`src/rtl/gpu_mem_controller_pkg.sv`:
```
// Shared types and helpers for the core->memory request controller.
// Latency: n/a (declarations only).
// Backpressure: n/a.
package gpu_mem_controller_pkg;

    typedef enum logic [1:0] {
        MC_IDLE    = 2'd0,
        MC_ISSUE   = 2'd1,
        MC_WAIT    = 2'd2,
        MC_RESPOND = 2'd3
    } mc_state_e;

    // Index width for a pool of n requesters; never zero so single-core builds stay legal.
    function automatic int idx_w(input int n);
        return (n > 1) ? $clog2(n) : 1;
    endfunction

endpackage

```
`src/rtl/gpu_mem_controller_if.sv`:
```
// Bundles the per-core request/response lanes and the data-memory port.
// Latency: n/a (wires only).
// Backpressure: cores hold a request until their one-hot ready pulse.
interface gpu_mem_controller_if #(
    parameter int NUM_CORES  = 2,
    parameter int DATA_WIDTH = 8,
    parameter int ADDR_WIDTH = 4
);
    logic [NUM_CORES-1:0]            core_req_valid;
    logic [NUM_CORES-1:0]            core_req_we;
    logic [NUM_CORES*ADDR_WIDTH-1:0] core_req_addr;
    logic [NUM_CORES*DATA_WIDTH-1:0] core_req_wdata;
    logic [NUM_CORES-1:0]            core_req_ready;
    logic [NUM_CORES-1:0]            core_resp_valid;
    logic [NUM_CORES*DATA_WIDTH-1:0] core_resp_rdata;
    logic                            mem_en;
    logic                            mem_we;
    logic [ADDR_WIDTH-1:0]           mem_addr;
    logic [DATA_WIDTH-1:0]           mem_wdata;
    logic [DATA_WIDTH-1:0]           mem_rdata;

    // Cores plus the memory model: drive requests and read data.
    modport master (
        output core_req_valid, core_req_we, core_req_addr, core_req_wdata, mem_rdata,
        input  core_req_ready, core_resp_valid, core_resp_rdata,
        input  mem_en, mem_we, mem_addr, mem_wdata
    );

    // The controller: accepts requests, drives memory and responses.
    modport slave (
        input  core_req_valid, core_req_we, core_req_addr, core_req_wdata, mem_rdata,
        output core_req_ready, core_resp_valid, core_resp_rdata,
        output mem_en, mem_we, mem_addr, mem_wdata
    );
endinterface

```
`src/rtl/gpu_mem_controller_rr_arbiter.sv`:
```
// Round-robin pick of the first requesting core at or after ptr, wrapping.
// Latency: purely combinational.
// Backpressure: none; the caller decides when a grant is consumed.
module gpu_mem_controller_rr_arbiter
    import gpu_mem_controller_pkg::*;
#(
    parameter int N  = 2,
    parameter int IW = idx_w(N)
) (
    input  logic [N-1:0]  req,
    input  logic [IW-1:0] ptr,
    output logic [N-1:0]  grant_onehot,
    output logic [IW-1:0] grant_idx,
    output logic          any
);

    logic [IW-1:0] cand;

    // Scan from ptr upward; the first hit wins, later hits are ignored.
    always_comb begin
        grant_onehot = '0;
        grant_idx    = '0;
        any          = 1'b0;
        cand         = '0;
        for (int k = 0; k < N; k++) begin
            cand = IW'((int'(ptr) + k) % N);
            if (!any && req[cand]) begin
                any                = 1'b1;
                grant_idx          = cand;
                grant_onehot[cand] = 1'b1;
            end
        end
    end

endmodule

```
`src/rtl/gpu_mem_controller.sv`:
```
// Arbitrates core load/store requests onto one sync-read memory, one request at a time.
// Latency: ready at T, mem strobe at T+1, response pulse at T+3, next grant no earlier than T+4.
// Backpressure: ready only in IDLE; other cores hold their request until granted.
module gpu_mem_controller
    import gpu_mem_controller_pkg::*;
#(
    parameter int NUM_CORES  = 2,
    parameter int DATA_WIDTH = 8,
    parameter int ADDR_WIDTH = 4,
    parameter int MEM_SIZE   = 16
) (
    input  logic           clk,
    input  logic           reset,
    gpu_mem_controller_if.slave bus
);

    localparam int IW = idx_w(NUM_CORES);
    localparam logic [ADDR_WIDTH:0] MEM_LIMIT = (ADDR_WIDTH+1)'(MEM_SIZE);

    logic [NUM_CORES-1:0][ADDR_WIDTH-1:0] req_addr;
    logic [NUM_CORES-1:0][DATA_WIDTH-1:0] req_wdata;
    logic [NUM_CORES-1:0][DATA_WIDTH-1:0] rdata_q;

    mc_state_e            state, state_n;
    logic [IW-1:0]        rr_ptr, grant_idx, g_q;
    logic [NUM_CORES-1:0] grant_onehot, ready_c, resp_c;
    logic                 grant_any;
    logic                 we_q, en_q, mem_we_q;
    logic [ADDR_WIDTH-1:0] addr_q;
    logic [DATA_WIDTH-1:0] wdata_q;

    function automatic logic in_range(input logic [ADDR_WIDTH-1:0] a);
        return {1'b0, a} < MEM_LIMIT;
    endfunction

    assign req_addr  = bus.core_req_addr;
    assign req_wdata = bus.core_req_wdata;

    gpu_mem_controller_rr_arbiter #(.N(NUM_CORES), .IW(IW)) u_arb (
        .req          (bus.core_req_valid),
        .ptr          (rr_ptr),
        .grant_onehot (grant_onehot),
        .grant_idx    (grant_idx),
        .any          (grant_any)
    );

    // State register.
    always_ff @(posedge clk) begin
        if (reset) state <= MC_IDLE;
        else       state <= state_n;
    end

    // Fixed four-step walk per request; accept and response pulses decoded from state.
    always_comb begin
        state_n = state;
        ready_c = '0;
        resp_c  = '0;
        case (state)
            MC_IDLE: begin
                ready_c = grant_onehot;
                if (grant_any) state_n = MC_ISSUE;
            end
            MC_ISSUE:   state_n = MC_WAIT;
            MC_WAIT:    state_n = MC_RESPOND;
            MC_RESPOND: begin
                resp_c[g_q] = 1'b1;
                state_n     = MC_IDLE;
            end
            default:    state_n = MC_IDLE;
        endcase
    end

    // Request latch, memory strobes, per-core read data and the round-robin pointer.
    always_ff @(posedge clk) begin
        if (reset) begin
            g_q      <= '0;
            we_q     <= 1'b0;
            addr_q   <= '0;
            wdata_q  <= '0;
            en_q     <= 1'b0;
            mem_we_q <= 1'b0;
            rr_ptr   <= '0;
            rdata_q  <= '0;
        end else begin
            en_q     <= 1'b0;
            mem_we_q <= 1'b0;
            case (state)
                MC_IDLE: begin
                    if (grant_any) begin
                        g_q      <= grant_idx;
                        we_q     <= bus.core_req_we[grant_idx];
                        addr_q   <= req_addr[grant_idx];
                        wdata_q  <= req_wdata[grant_idx];
                        en_q     <= 1'b1;
                        // Out-of-range stores still occupy the slot but never touch memory.
                        mem_we_q <= bus.core_req_we[grant_idx] && in_range(req_addr[grant_idx]);
                    end
                end
                MC_WAIT: begin
                    if (!we_q) rdata_q[g_q] <= in_range(addr_q) ? bus.mem_rdata : '0;
                end
                MC_RESPOND: begin
                    rr_ptr <= (g_q == IW'(NUM_CORES-1)) ? '0 : g_q + 1'b1;
                end
                default: ;
            endcase
        end
    end

    // Reset masks the strobes and pulses at once, so a store caught mid-issue is dropped.
    assign bus.core_req_ready  = reset ? '0 : ready_c;
    assign bus.core_resp_valid = reset ? '0 : resp_c;
    assign bus.core_resp_rdata = rdata_q;
    assign bus.mem_en          = en_q & ~reset;
    assign bus.mem_we          = mem_we_q & ~reset;
    assign bus.mem_addr        = addr_q;
    assign bus.mem_wdata       = wdata_q;

endmodule

```
`src/flat_wrapper.sv`:
```
// flat-port wrapper written by rule: the top's interface ports become plain ports
module gpu_mem_controller_flat import gpu_mem_controller_pkg::*;
#(
    parameter int NUM_CORES  = 2,
    parameter int DATA_WIDTH = 8,
    parameter int ADDR_WIDTH = 4,
    parameter int MEM_SIZE   = 16
)
  (clk, reset, bus_core_req_valid, bus_core_req_we, bus_core_req_addr, bus_core_req_wdata, bus_mem_rdata, bus_core_req_ready, bus_core_resp_valid, bus_core_resp_rdata, bus_mem_en, bus_mem_we, bus_mem_addr, bus_mem_wdata);
  gpu_mem_controller_if #(.NUM_CORES(NUM_CORES), .DATA_WIDTH(DATA_WIDTH), .ADDR_WIDTH(ADDR_WIDTH)) bus_i ();
  input  logic clk;
  input  logic reset;
  input wire logic [$bits(bus_i.core_req_valid)-1:0] bus_core_req_valid;
  input wire logic [$bits(bus_i.core_req_we)-1:0] bus_core_req_we;
  input wire logic [$bits(bus_i.core_req_addr)-1:0] bus_core_req_addr;
  input wire logic [$bits(bus_i.core_req_wdata)-1:0] bus_core_req_wdata;
  input wire logic [$bits(bus_i.mem_rdata)-1:0] bus_mem_rdata;
  output wire logic [$bits(bus_i.core_req_ready)-1:0] bus_core_req_ready;
  output wire logic [$bits(bus_i.core_resp_valid)-1:0] bus_core_resp_valid;
  output wire logic [$bits(bus_i.core_resp_rdata)-1:0] bus_core_resp_rdata;
  output wire logic [$bits(bus_i.mem_en)-1:0] bus_mem_en;
  output wire logic [$bits(bus_i.mem_we)-1:0] bus_mem_we;
  output wire logic [$bits(bus_i.mem_addr)-1:0] bus_mem_addr;
  output wire logic [$bits(bus_i.mem_wdata)-1:0] bus_mem_wdata;
  assign bus_i.core_req_valid = bus_core_req_valid;
  assign bus_i.core_req_we = bus_core_req_we;
  assign bus_i.core_req_addr = bus_core_req_addr;
  assign bus_i.core_req_wdata = bus_core_req_wdata;
  assign bus_i.mem_rdata = bus_mem_rdata;
  assign bus_core_req_ready = bus_i.core_req_ready;
  assign bus_core_resp_valid = bus_i.core_resp_valid;
  assign bus_core_resp_rdata = bus_i.core_resp_rdata;
  assign bus_mem_en = bus_i.mem_en;
  assign bus_mem_we = bus_i.mem_we;
  assign bus_mem_addr = bus_i.mem_addr;
  assign bus_mem_wdata = bus_i.mem_wdata;
  gpu_mem_controller #(.NUM_CORES(NUM_CORES), .DATA_WIDTH(DATA_WIDTH), .ADDR_WIDTH(ADDR_WIDTH), .MEM_SIZE(MEM_SIZE)) u_core (.clk(clk), .reset(reset), .bus(bus_i));
endmodule
```
`config.mk`:
```
export PLATFORM = sky130hd
export DESIGN_NAME = gpu_mem_controller_flat
export DESIGN_NICKNAME = d
export VERILOG_FILES = /design/src/rtl/gpu_mem_controller_pkg.sv /design/src/rtl/gpu_mem_controller_if.sv /design/src/rtl/gpu_mem_controller_rr_arbiter.sv /design/src/rtl/gpu_mem_controller.sv /design/src/flat_wrapper.sv
export SDC_FILE = /design/constraint.sdc
export NUM_CORES = 1
export LEC_CHECK = 0
export CORE_MARGIN = 3
export CORE_UTILIZATION = 40
export DETAILED_ROUTE_END_ITERATION = 12
export PLACE_DENSITY_LB_ADDON = 0.15
export SYNTH_ARGS = -nofsm -noshare
export SYNTH_HDL_FRONTEND = slang
export SYNTH_SLANG_ARGS = --single-unit
```
`constraint.sdc`:
```
create_clock -name clk -period 1.5 [get_ports clk]
set_input_delay 0.225 -clock clk [delete_from_list [all_inputs] [get_ports clk]]
set_output_delay 0.225 -clock clk [all_outputs]
set_load 0.02 [all_outputs]
```
### After elaboration in Yosys (flattened, before gate mapping)

Cells that the tools add are included.

| word-level totals | value |
|---|---|
| flip-flop bits (word level) | 35 |
| input port bits | 38 |
| output and inout bits | 34 |
| logic and storage cells | 73 |

| operators by class | value |
|---|---|
| add/subtract/negate cells | 2 |
| $lt $le $gt $ge | 7 |
| equality and inequality tests | 4 |
| mux-type cells | 33 |
| bitwise operators | 7 |
| reductions and logical operators | 10 |

Operators by type and width:

| operator | number |
|---|---|
| $mux W8 | 3 |
| $bwmux W16 | 1 |
| $mux W1 | 15 |
| $mux W2 | 7 |
| $demux W8 S1 | 1 |
| $lt A1 B2 Y1 const B | 4 |
| $mux W4 | 2 |
| $pmux W2 S4 | 1 |
| $eq A2 B2 Y1 const B | 2 |
| $logic_and A1 B1 Y1 | 4 |
| $not A1 Y1 | 4 |
| $reduce_and A2 Y1 | 2 |
| $demux W1 S1 | 3 |
| $ge A1 B1 Y1 const B | 3 |
| $reduce_or A3 Y1 | 1 |
| $add A1 B1 Y1 const B | 2 |
| $and A1 B1 Y1 | 2 |
| $eq A2 B1 Y1 const B | 1 |
| $logic_not A2 Y1 | 1 |
| $ne A2 B1 Y1 const B | 1 |
| $or A2 B2 Y2 | 1 |
| $reduce_or A2 Y1 | 1 |
| $logic_not A1 Y1 | 1 |

### Logic depth before layout (Yosys ltp)

| logic depth | value |
|---|---|
| depth in word-level cells | 9 |
| depth in mapped cells | 7 |
| mapped depth without buffers | 5 |

### Hierarchy

From an unflattened synthesis, not the netlist that was laid out.

| unflattened totals | value |
|---|---|
| cell total of the unflattened synthesis | 171 |
| area, all modules | 1522.7 µm² |

Modules (own cells, without submodules):

| module | instances | cells each | area an instance (µm²) | sequential area each (µm²) |
|---|---|---|---|---|
| gpu_mem_controller | 1 | 166 | 1490.2 | 700.7 |
| gpu_mem_controller_rr_arbiter | 1 | 5 | 32.5 | 0.0 |

### Worst setup path after synthesis

Ideal clock, no wire load.

| path | value |
|---|---|
| path kind | register to output |
| start | reg u_core.rr_ptr |
| end | out bus_core_req_ready[1] |
| arrival time | 1.452 ns |
| required time | 1.275 ns |
| path slack | -0.177 ns |
| stages on the path, launching flop included | 4 |
| path buffers | 1 |
| path through | dfxtp_1 and2b_2 buf_4 nor4b_1 |

| between the ends | value |
|---|---|
| cells in the longest elaborated chain, start to end | 9 |
| elaborated cells on any way between the ends | 23 |
| classes of those cells | add/sub (1); order compare (4); mux (13); bitwise (1); reduce/logical (4) |

Ends and longest elaborated chain:

| element | RTL line | RTL |
|---|---|---|
| start: declaration | gpu_mem_controller.sv:25 | `logic [IW-1:0] rr_ptr, grant_idx, g_q;` |
| start signal: assignment | gpu_mem_controller.sv:103 | `rr_ptr <= (g_q == IW'(NUM_CORES-1)) ? '0 : g_q + 1'b1;` |
| $add A1 B1 Y1 (tied with other cells) | gpu_mem_controller_rr_arbiter.sv:26 | `cand = IW'((int'(ptr) + k) % N);` |
| $lt A1 B2 Y1 (not written as such) (tied with other cells) | gpu_mem_controller_rr_arbiter.sv:30 | `grant_onehot[cand] = 1'b1;` |
| $logic_and A1 B1 Y1 (not written as such) / $mux W1 (equally long branches) | gpu_mem_controller_rr_arbiter.sv:30 |  |
| $mux W1 (not written as such) / $demux W1 S1 (equally long branches) | gpu_mem_controller_rr_arbiter.sv:30 |  |
| $demux W1 S1 / $mux W2 (equally long branches) | gpu_mem_controller_rr_arbiter.sv:30, gpu_mem_controller_rr_arbiter.sv:27 |  |
| $or A2 B2 Y2 (no source line) | n/a |  |
| $mux W2 (*) | gpu_mem_controller_rr_arbiter.sv:27 | `if (!any && req[cand]) begin` |
| $mux W2 (*) | gpu_mem_controller.sv:58 | `case (state)` |
| $mux W2 (*) | gpu_mem_controller.sv:111 | `assign bus.core_req_ready = reset ? '0 : ready_c;` |
| end: declaration | flat_wrapper.sv:18 | `output wire logic [$bits(bus_i.core_req_ready)-1:0] bus_core_req_ready;` |

Mark *: on every way between the ends. The rest lies on a longest branch, timed or not. The select of a mux whose other input is x is not followed.

### Worst setup path after layout

| path | value |
|---|---|
| start | reg u_core.state[1] |
| end | out bus_core_req_ready[1] |

| between the ends | value |
|---|---|
| cells in the longest elaborated chain, start to end | 3 |

Ends and longest elaborated chain:

| element | RTL line | RTL |
|---|---|---|
| start: declaration | gpu_mem_controller.sv:24 | `mc_state_e state, state_n;` |
| start signal: assignment | gpu_mem_controller.sv:50 | `else state <= state_n;` |
| $logic_not A2 Y1 | gpu_mem_controller.sv:58 |  |
| $mux W2 | gpu_mem_controller.sv:58 |  |
| $mux W2 | gpu_mem_controller.sv:111 |  |

No other way between the ends.

==> impl_metrics.csv <==
group,metric,value,unit
cells_and_area,fill_cells,254,
global_routing,grt_pass1_wl,6.78,mm
global_routing,antenna_violations_before_repair,0,
timing,final_max_slew_violation_count,0,
floorplan,placementRows,21,
worst_setup_path,r2r_cells,7,
timing,setup_ws,-0.0000130,ns
cts,cts-root-buf,"sky130_fd_sc_hd__clkbuf_8",
timing,maxSlewHeadroom,83.8,%
worst_setup_path,timing.setup.critical_path_class,"reg -> out",
worst_setup_path,cp_slowest_cell,"sky130_fd_sc_hd__dfxtp_2",
yosys,ys_ff_latch,35,
floorplan,die-width,67.7,um
global_routing,pin_count_of_the_biggest_net_entering_global_routing,27,
worst_setup_path,critical_path_at,1.28,ns
pwr,power.density,1500,nW/um^2
global_routing,use_met1,23.5,%
timing,clock_skew,0.00672,ns
floorplan,floorplan.die_area,4580,um^2
cts,post_cts_hold_buffer_count,0,
yosys,synthesis.area_per_instance,9.23,um^2
cts,clk-insertion-delay-late,0.28,ns
cts,clock_path_buffers,2,
yosys,synth.yosys.seq_area_share,46.0,%
timing,finalHoldViolCount,0,
floorplan,num_io_pins,72,
cells_and_area,multi_input_area,798,um^2
placed_design,place.detailed.instances,287,
timing,unrepaired_setup_endpoints_after_global_routing,"true",
placed_design,gpl.final_weighted_congestion,0.801,
hold_path,hp-class,"in -> reg",
floorplan,floorplan.initialDensity,43.6,%
yosys,synthesis.nets,206,
timing,holdWs,0.454,ns
yosys,synth_largest_area_cell,"sky130_fd_sc_hd__dfxtp_1",
global_routing,met2_usage,33.9,%
drt,ant_nets_after_route,0,
cells_and_area,finish.utilization,74.5,%
worst_setup_path,endpoint_kind,"primary output",
pwr,power_leakage,0.00106,uW
worst_setup_path,setup.worst_path.start_class,"register",
cts,cts-buffers-inserted,5,
flow_run,maxCapViolations,0,
drt,detail_route.wl_per_cell,15.4,um
cells_and_area,syn2layout_area_growth,70.9,%
placed_design,detailedPlacementHpwl,3.24,mm
hold_path,worst_hold_path_stage_count,4,
global_routing,grt.total_usage,20.0,%
cells_and_area,final_net_count,293,
yosys,yosys_warnings,0,
floorplan,dieHeight,67.7,um
floorplan,coreArea,3490,um^2
timing,timing.fmax,667,MHz
drt,routed_wl,4.60,mm
global_routing,number_of_global_route_vias_before_repair,1497,
placed_design,port_buffers,71,
cts,cts.htree.levels,2,
yosys,synth.top_cell.area_share,46.0,%
drt,vias,1524,
placed_design,placed_cell_area,2390,um^2
timing,tightest_slew,0.240,ns
worst_setup_path,cp_slowest_stage_delay,0.35,ns
worst_setup_path,crit_path_max_fanout,6,
cells_and_area,layoutNonFillerInstCount,298,
cells_and_area,layout.cell_area.non_filler,2600,um^2
timing,endpoints_failing_setup,1,
worst_setup_path,regToRegSetupSlack,-0.00001,ns
drt,drt_drc_violations_left,0,
cells_and_area,final-seq-area,706,um^2
timing,fin_setup_tns,-0.0000130,ns
drt,detail_route.iter0.violations,79,
worst_setup_path,critPathRequiredTime,1.27,ns
yosys,synthesis.instances,165,
global_routing,global_route.overflow_total,0,
outcome,violated_checks,"setup timing",
global_routing,globalRouteMet3Util,5.16,%
global_routing,grt_busiest_layer,"met2",
timing,post-route-period-util,100,%
yosys,netlist-cell-type-count,29,
worst_setup_path,critical_path.cell_chain,"inv_2 -> ha_4 -> nor4b_4 -> buf_4",
cells_and_area,final_layout_size_suffix_gt1_share,21.0,%
timing,period_needed,1.50,ns
worst_setup_path,worstReg2RegEnd,"u_core.bus.core_resp_rdata[15]",
yosys,synth.cell_area,1520,um^2
drt,via_cell_ratio,5.11,
hold_path,hp-start,"bus_core_req_valid[1]",
cells_and_area,diodes,0,
drt,drtPass1Iterations,4,
worst_setup_path,reg2reg_from,"u_core.state[1]",
cts,numClockSinks,35,
outcome,outcome,"complete, but fails checks",
yosys,synth.top_cells.by_area,"sky130_fd_sc_hd__dfxtp_1 46%, sky130_fd_sc_hd__mux2i_1 12%, sky130_fd_sc_hd__nor2_1 8.4%, sky130_fd_sc_hd__a311oi_1 7.5%, sky130_fd_sc_hd__nand3_1 4.3%",
hold_path,end_of_the_worst_hold_path,"u_core.we_q",
cts,clk_transition_reported_paths,0.06,ns
cts,cts_tree,"yes",
pwr,ir_worst_vdd,1.02,mV
how the worst max path moves through the flow:
stage / slack, ns / endpoint / from
floorplan: 0.1 / bus_core_req_ready[1] / u_core.rr_ptr
global placement: -0.48 / bus_core_req_ready[1] / bus_core_req_valid[0]
detailed placement: -0.53 / bus_core_req_ready[1] / bus_core_req_valid[0]
CTS: -0.03 / bus_core_req_ready[1] / bus_core_req_valid[0]
global route: -0.05 / u_core.bus.core_resp_rdata[15] / u_core.state[0]
finish: -0.00001 / bus_core_req_ready[1] / u_core.state[1]
synth_stat cells:
cell type / count
sky130_fd_sc_hd__clkbuf_4: 1
sky130_fd_sc_hd__a32oi_1: 1
sky130_fd_sc_hd__nor3b_1: 4
sky130_fd_sc_hd__a311oi_1: 13
sky130_fd_sc_hd__nand3b_1: 2
sky130_fd_sc_hd__a21boi_0: 1
sky130_fd_sc_hd__mux2i_1: 18
sky130_fd_sc_hd__nand3_1: 13
sky130_fd_sc_hd__buf_8: 1
sky130_fd_sc_hd__a21oi_1: 1
sky130_fd_sc_hd__nor4b_1: 1
sky130_fd_sc_hd__buf_1: 1
sky130_fd_sc_hd__clkbuf_1: 2
sky130_fd_sc_hd__nor2b_1: 2
sky130_fd_sc_hd__o21a_1: 1
sky130_fd_sc_hd__buf_2: 6
sky130_fd_sc_hd__and2b_2: 1
sky130_fd_sc_hd__dfxtp_1: 35
sky130_fd_sc_hd__o21ai_1: 4
sky130_fd_sc_hd__inv_2: 1
sky130_fd_sc_hd__ha_1: 3
sky130_fd_sc_hd__o21ai_0: 10
sky130_fd_sc_hd__a211oi_1: 1
sky130_fd_sc_hd__nor3_1: 1
sky130_fd_sc_hd__buf_6: 1
sky130_fd_sc_hd__nor2_1: 34
sky130_fd_sc_hd__nand2b_1: 1
sky130_fd_sc_hd__inv_1: 3
sky130_fd_sc_hd__buf_4: 2
per-stage QoR:
step	power, uW	setup WS, ns
after floorplan	2290	0.0954
after global placement	2980	-0.485
after detailed placement	3050	-0.534
after CTS	3840	-0.0348
after global routing	4150	-0.0502
final	3910	-0.0000130
cells in the final DEF (no fill, tap or decap), drive strengths merged:
master	netlist	routed
nor2	34	34
o21a	1	1
dfxtp	35	35
a21oi	1	1
nand3	13	13
dlygate4sd2	0	1
dlymetal6s2s	0	3
inv	4	4
nand2b	1	1
clkdlybuf4s15	0	1
nor3	1	1
nor4b	1	1
o21ai	14	14
clkdlybuf4s50	0	61
a21boi	1	1
nor2b	2	2
buf	11	28
clkinv	0	1
ha	3	3
and2b	1	1
nor3b	4	4
a211oi	1	1
mux2i	18	18
a32oi	1	1
a311oi	13	13
clkbuf	3	6
nand3b	2	2
worst max-delay path, delay by kind of cell, from the launching register on:
kind	cells	cell delay, ns
adders and majority gates	1	0.16
DFF	1	0.35
buffers and inverters	2	0.27
and+or+nand+nor	1	0.22
timing repair:
item / in CTS / in global routing
pin swaps: 0 / 4
setup endpoints to repair: 15 / 25
resized for setup: 40 / 15
buffers inserted: 1 / 3
where the power goes:
group | switching (uW) | internal [uW] | leakage [uW]
Clock | 314 | 360 | 0.0000470
Combinational | 920 | 999 | 0.000722
Sequential | 148 | 1170 | 0.000288
registers in the layout, summed over array words and instances, names as in the netlist:
signal / count
u_core.g_q: 1
u_core.rr_ptr: 1
u_core.bus.mem_addr: 4
u_core.state: 2
u_core.mem_we_q: 1
u_core.we_q: 1
u_core.en_q: 1
u_core.bus.core_resp_rdata: 16
u_core.bus.mem_wdata: 8
cell families (layout without fill, tap and decap cells):
logic type	after synthesis	in the layout	share of synthesized area (%)
simple gates	59	59	18.3
flops	35	35	46.0
fa+ha+maj	3	3	2.47
compound gates	32	32	14.5
mux	18	18	11.8
buf+inv	18	105	6.90
layout make-up:
type                    count  area share (%)
clock buffers               6            3.17
clock inverters             1           0.192
inverters                   4           0.577
multi-input cells         112            30.7
flip-flops and latches     35            27.1
well taps                  46            2.21
repair buffers             94            36.1
layer usage:
layer | part of all wire (%) | vias to the layer above
li1 | - | 757
met1 | 39 | 702
met2 | 52 | 51
met3 | 5.7 | 14
met4 | 2.5 | 0
met5 | 0 | -
Note: power is estimated with default switching activity, not from simulation.
